[src/rtl/demux4_pkg.sv]
`default_nettype none
// ============================================================================
// Module   : demux4_pkg
// Purpose  : Shared types and constants for the demux4_rr lane demultiplexer.
// Revision : 1.0
// ============================================================================
package demux4_pkg;

    localparam int LANES = 4;
    localparam int SEL_W = 2;

    typedef enum logic {
        FILL = 1'b0,
        HOLD = 1'b1
    } demux_state_t;

    function automatic logic [LANES-1:0] sel_onehot(input logic [SEL_W-1:0] sel);
        logic [LANES-1:0] v;
        v = '0;
        v[sel] = 1'b1;
        return v;
    endfunction

endpackage
`default_nettype wire

[src/rtl/demux4_lane.sv]
`default_nettype none
// ============================================================================
// Module   : demux4_lane
// Purpose  : Single held output lane: WIDTH-bit register with write enable.
// Revision : 1.0
// ============================================================================
module demux4_lane #(
    parameter int WIDTH = 4
) (
    input  logic             clk,
    input  logic             rst_n,
    input  logic             we,
    input  logic [WIDTH-1:0] d,
    output logic [WIDTH-1:0] q
);

    logic [WIDTH-1:0] r_q;

    always_ff @(posedge clk or negedge rst_n) begin
        if (!rst_n) begin
            r_q <= '0;
        end else if (we) begin
            r_q <= d;
        end
    end

    assign q = r_q;

endmodule
`default_nettype wire

[src/rtl/demux4_rr.sv]
`default_nettype none
// ============================================================================
// Module   : demux4_rr
// Purpose  : Registered 1-to-4 demux with explicit-select and round-robin
//            frame-assembly modes over a valid/ready input handshake.
// Revision : 1.0
// ============================================================================
module demux4_rr
    import demux4_pkg::*;
#(
    parameter int WIDTH = 4
) (
    input  logic             clk,
    input  logic             rst_n,
    input  logic             mode,
    input  logic [1:0]       s,
    input  logic [WIDTH-1:0] din,
    input  logic             in_valid,
    output logic             in_ready,
    output logic [WIDTH-1:0] y0,
    output logic [WIDTH-1:0] y1,
    output logic [WIDTH-1:0] y2,
    output logic [WIDTH-1:0] y3,
    output logic [3:0]       y_upd,
    output logic             frame_valid,
    input  logic             frame_ack,
    output logic [1:0]       rr_ptr
);

    demux_state_t       r_state;
    logic               r_mode_q;
    logic [SEL_W-1:0]   r_rr_ptr;
    logic               r_frame_valid;
    logic [LANES-1:0]   r_y_upd;

    logic               w_mode_chg;
    logic               w_ready;
    logic               w_accept;
    logic [SEL_W-1:0]   w_sel;
    logic [LANES-1:0]   w_we;
    logic [WIDTH-1:0]   w_lane_q [LANES];

    // Ready depends only on state and the mode comparison, never on valid/data.
    assign w_mode_chg = (mode != r_mode_q);
    assign w_ready    = !w_mode_chg && (r_state == FILL);
    assign w_accept   = in_valid && w_ready;
    assign w_sel      = mode ? r_rr_ptr : s;
    assign w_we       = w_accept ? sel_onehot(w_sel) : '0;

    generate
        for (genvar k = 0; k < LANES; k++) begin : g_lane
            demux4_lane #(
                .WIDTH (WIDTH)
            ) u_lane (
                .clk   (clk),
                .rst_n (rst_n),
                .we    (w_we[k]),
                .d     (din),
                .q     (w_lane_q[k])
            );
        end
    endgenerate

    always_ff @(posedge clk or negedge rst_n) begin
        if (!rst_n) begin
            r_state       <= FILL;
            r_mode_q      <= 1'b0;
            r_rr_ptr      <= '0;
            r_frame_valid <= 1'b0;
            r_y_upd       <= '0;
        end else begin
            r_mode_q <= mode;
            r_y_upd  <= w_we;
            if (w_mode_chg) begin
                // Switching modes abandons any partial frame; lanes keep contents.
                r_state       <= FILL;
                r_rr_ptr      <= '0;
                r_frame_valid <= 1'b0;
            end else if (mode) begin
                case (r_state)
                    FILL: begin
                        if (w_accept) begin
                            r_rr_ptr <= r_rr_ptr + 2'd1;
                            if (r_rr_ptr == 2'd3) begin
                                r_state       <= HOLD;
                                r_frame_valid <= 1'b1;
                            end
                        end
                    end
                    HOLD: begin
                        if (frame_ack && r_frame_valid) begin
                            r_state       <= FILL;
                            r_frame_valid <= 1'b0;
                        end
                    end
                    default: r_state <= FILL;
                endcase
            end else begin
                r_state <= FILL;
            end
        end
    end

    assign in_ready    = w_ready;
    assign y0          = w_lane_q[0];
    assign y1          = w_lane_q[1];
    assign y2          = w_lane_q[2];
    assign y3          = w_lane_q[3];
    assign y_upd       = r_y_upd;
    assign frame_valid = r_frame_valid;
    assign rr_ptr      = r_rr_ptr;

endmodule
`default_nettype wire
[config.mk]
export PLATFORM = sky130hd
export DESIGN_NAME = demux4_rr
export DESIGN_NICKNAME = d
export VERILOG_FILES = /design/src/rtl/demux4_pkg.sv /design/src/rtl/demux4_lane.sv /design/src/rtl/demux4_rr.sv
export SDC_FILE = /design/constraint.sdc
export NUM_CORES = 1
export LEC_CHECK = 0
export ABC_AREA = 1
export CELL_PAD_IN_SITES_DETAIL_PLACEMENT = 0
export CELL_PAD_IN_SITES_GLOBAL_PLACEMENT = 1
export CORE_MARGIN = 2
export CORE_UTILIZATION = 25
export DETAILED_ROUTE_END_ITERATION = 7
export PLACE_DENSITY_LB_ADDON = 0.1
export SLEW_MARGIN = 10
export SYNTH_ARGS = -nofsm -noshare
export SYNTH_HDL_FRONTEND = slang
export SYNTH_SLANG_ARGS = --single-unit
[constraint.sdc]
create_clock -name clk -period 1.3 [get_ports clk]
set_input_delay 0.195 -clock clk [delete_from_list [all_inputs] [get_ports clk]]
set_output_delay 0.195 -clock clk [all_outputs]
set_load 0.005 [all_outputs]
Word-level counts from Yosys, hierarchy flattened
Index checks and enable logic that the tools add are counted.

Bitwise operators: 1. Reductions and logical operators: 9. Mux-type cells: 20. Eq/ne operators: 6. Add/subtract/negate cells: 1. Order comparisons: 2.

Operators with widths (count): $mux W1 (11); $mux W2 (5); $logic_and A1 B1 Y1 (4); $mux W4 (1); $pmux W1 S2 (2); $reduce_and A4 Y1 (1); $reduce_bool A2 Y1 (2); $lt A2 B3 Y1 const B (1); $ne A3 B1 Y1 const B (1); $ne A3 B2 Y1 const B (1); $ne A3 B3 Y1 const B (1); $reduce_and A3 Y1 (1); $add A2 B1 Y2 const B (1); $demux W1 S2 (1); $eq A2 B2 Y1 const B (1); $ge A2 B1 Y1 const B (1); $ne A2 B1 Y1 const B (1); $logic_not A1 Y1 (1); $ne A1 B1 Y1 (1); $not A1 Y1 (1).

Word-level logic and storage cells: 48. Input bits: 11. Register bits after elaboration: 25.

Longest topological paths before layout
Depth after elaboration: 8. Depth in mapped cells: 8. Gate-level depth less buffers: 8.

By module
Synthesis repeated with hierarchy kept, for this count alone.

Cell total of the unflattened synthesis: 124. Area total of the unflattened synthesis: 1052.3 µm².

Modules (own cells, without submodules): demux4_lane (area each 148.9 µm², cells an instance 17, instances 4, seq. area each 100.1 µm²); demux4_rr (area each 456.7 µm², cells an instance 56, instances 1, seq. area each 225.2 µm²).

Least setup slack after synthesis
No wires, ideal clock.

Path type: register -> register. From: reg r_mode_q. To: reg g_lane[3].u_lane.r_q[0]. Library setup time: 0.118 ns. Data arrival time: 1.183 ns. Setup slack: -0.001 ns. Stages on the path, launching flop included: 9. Cell sequence: dfrtp_1 -> inv_1 -> ha_1 -> inv_2 -> nand2_1 -> nor2_4 -> nand3_2 -> nand2_1 -> nand2_1.

Word-level cells in the longest chain between the ends: 5.

Ends and longest elaborated chain: from (decl) (RTL line demux4_rr.sv:31) `logic r_mode_q;`; from (signal assigned) (RTL line demux4_rr.sv:72) `r_mode_q <= mode;`; $ne A1 B1 Y1 (RTL line demux4_rr.sv:44) `assign w_mode_chg = (mode != r_mode_q);`; $logic_not A1 Y1 (RTL line demux4_rr.sv:45) `assign w_ready = !w_mode_chg && (r_state == FILL);`; $logic_and A1 B1 Y1 (RTL line demux4_rr.sv:45); $logic_and A1 B1 Y1 (RTL line demux4_rr.sv:46) `assign w_accept = in_valid && w_ready;`; $mux W4 (RTL line demux4_rr.sv:48) `assign w_we = w_accept ? sel_onehot(w_sel) : '0;`; to (signal assigned) (RTL line demux4_lane.sv:21) `r_q <= '0;`; to (signal assigned) (RTL line demux4_lane.sv:23) `r_q <= d;`; to (decl) (RTL line demux4_lane.sv:17) `logic [WIDTH-1:0] r_q;`.

No other way between the ends. A chain may end at the register's enable or synchronous reset.

Final worst setup path
From: reg r_mode_q. To: reg g_lane[3].u_lane.r_q[3].

Same word-level chain as after synthesis.

==> out/results.ini <==
[layout]
final_common_cell=nand2_1
final_core_util_pct=41.9
final_cells=237
final_cell_mix=nand2_1, dfrtp_1, dlygate4sd2_1
layout.nets=199
final_design_area_no_fill_sq_mm=0.00186
diodes=0
drive_gt1_share_pct=30.8
fillCellCount=459
areaGrowthSynthToFinish_pct=58.6

[setup_path]
setup.worst_path.class=register to register
cp.depth=9
start_kind=register
reg2reg_depth=9
end_kind=register
reg2reg_slack_ps=-50
cp_top_family=simple AND/OR/NAND/NOR gates
crit_slowest_cell=dfrtp_1
crit_end=g_lane[3].u_lane.q[3]$_DFFE_PN0P_
crit_required_ps=1460
crit_fanout=5
worst_r2r_endpoint=g_lane[3].u_lane.q[3]$_DFFE_PN0P_
cp.arrival_ps=1520
r2r_start=r_mode_q$_DFF_PN0_
critPathLaunch=r_mode_q$_DFF_PN0_
crit_chain=inv_2 > ha_4 > inv_4 > nand2_4 > nor2_4 > buf_12 > nand3_4 > nand2_2 > nand2_1
critPathMaxStageDelay_ps=380
worst-path-buf-inv=3

[routing]
ant_nets=0
viasPerCell=4.40
wire_per_inst_microns=12.7
vias=1042
drt_iter0_markers=85
dr.pass1.iters=4
wl_mm=3.00
drc=0

[power_and_ir_drop]
clkPwrFrac_pct=18.3
p_int_mw=1.73
pwr_density_cell_mw_per_mm2=1360
p_switching_mw=0.813
leakage_nw=1.03
pwr-share-comb_pct=38.3
pwr-share-seq_pct=43.5
power_mw=2.54
max-vdd-ir-drop_mv=0.539
p_sw_share_pct=32.0

[grt]
antenna_found_initial=0
grt_max_degree=26
grt_pass1_vias=1109
track_usage_pct=12.3
grt_pass1_wl_mm=5.09
grt-ovfl-total=0

[clock_tree]
worstSkewPairLatency_ps=260
root_buffer=clkbuf_8
cts_buffers=3
hold_buffers=0
path_clk_slew_ps=90
cts_buffer_depth=2
clock_sinks=25
cts_tree=done
h-tree-depth=1

[die]
dieArea_sq_mm=0.00526
io_pins=35
core_area_sq_mm=0.00444
start_util_pct=26.4
rows=24
die_y_microns=72.6
die_w_microns=72.6

[yosys]
ys_seq_elements=25
yosys.cell_types.count=14
syn_avg_cell_area_sq_um=9.04
synthCells=130
yosysWarnings=0
synthesis.nets=143
synth_area_sq_mm=0.00117
ys_top_cells_by_area=dfrtp_1, nand2_1, nand3_1
yosys.area.top_type=dfrtp_1
synth_top_area_share_pct=53.2
synth_seq_area_share_pct=53.2

[placement]
portBuffers=34
place_congestion=0.763
dp_hpwl_mm=2.17
place_inst=223
pre_cts_slack_ps=-526
placed_cell_area_sq_mm=0.00165

[sta]
finalClockSkew_ps=2.28
rsz0062_at_grt=yes
relSlewSlack_pct=76.9
slew_violations=0
fmax_ghz=0.739
holdWs_ps=291
hold_viol_final=0
setup_viol_count_final=18
worst_slack_ps=-53.9
tightestPinTransition_ps=346
fin_crit_ps=1350
period_share_pct=104
fin_tns_setup_ps=-454

[worst_hold_path]
hp-class=input pin to asynchronous set/reset pin

[run_status]
status=finished with violations
violations=negative setup slack

[job]
maxCapViolations=0

## cells by family after synthesis
family / share of synthesized area (%)
adder cells (fa/ha/maj): 2.13
AO/OA/AOI/OAI: 0.639
AND/OR/NAND/NOR: 39.2
flip-flops: 53.2
buffers and inverters: 4.79
## state kept, by name, summed over array words and instances, names as in the netlist
register         cells
r_mode_q             1
y_upd                4
rr_ptr               2
g_lane.u_lane.q     16
frame_valid          1
r_state              1
## layer usage
metal,global-route usage (%),share of wire (%),up-vias
met5,0,0,-
met4,3.09,0.40,0
met3,2.08,3.1,2
met2,20.5,49,19
met1,16.7,47,504
li1,-,-,517
## worst reg2reg max path, stage by stage, from the launching register on
cell     delay (ps)
dfrtp_1         380
inv_2            70
ha_4            210
inv_4            60
nand2_4          50
nor2_4           90
buf_12          140
nand3_4         110
nand2_2          90
nand2_1          50
## area by class of cell
type	instances	area, sq um	share of cell area, %
flip-flops and latches	25	626	33.6
repair buffers	51	460	24.7
multi-input cells	90	607	32.6
well taps	52	65.1	3.49
clock inverters	1	5.00	0.269
clock buffers	3	41.3	2.22
inverters	15	58.8	3.16
## power by group through the flow
stage / clock network, mW / logic, mW / registers (mW)
after floorplan: 0 / 0.320 / 1.14
after global placement: 0 / 0.925 / 1.13
after detailed placement: 0 / 0.933 / 1.13
after CTS: 0.490 / 0.946 / 1.10
after global routing: 0.534 / 1.08 / 1.14
final: 0.463 / 0.971 / 1.10
## cell usage after synthesis
cell type,n
dfrtp_1,25
ha_1,2
inv_1,12
inv_2,3
nand2_1,47
nand2_2,4
nand2_4,4
nand3_1,21
nand3_2,4
nor2_1,3
nor2_2,1
nor2_4,1
nor2_8,2
o211ai_1,1
## what timing repair did
action	in CTS	in global routing
gates resized for setup	34	19
pin swaps	7	3
gates cloned	0	0
endpoints found under the setup margin	45	25
setup buffers	10	1
## worst min-delay path by stage
stage,from,end,depth (start not counted)
finish,rst_n,rr_ptr[0]$_DFFE_PN0P_,2
global route,rst_n,y_upd[1]$_DFF_PN0_,2
CTS,rst_n,g_lane[1].u_lane.q[3]$_DFFE_PN0P_,2
detailed placement,g_lane[0].u_lane.q[0]$_DFFE_PN0P_,g_lane[0].u_lane.q[0]$_DFFE_PN0P_,2
global placement,g_lane[1].u_lane.q[1]$_DFFE_PN0P_,g_lane[1].u_lane.q[1]$_DFFE_PN0P_,2
floorplan,rst_n,frame_valid$_DFFE_PN0P_,0
No activity file was read; power rests on OpenSTA's default activity.
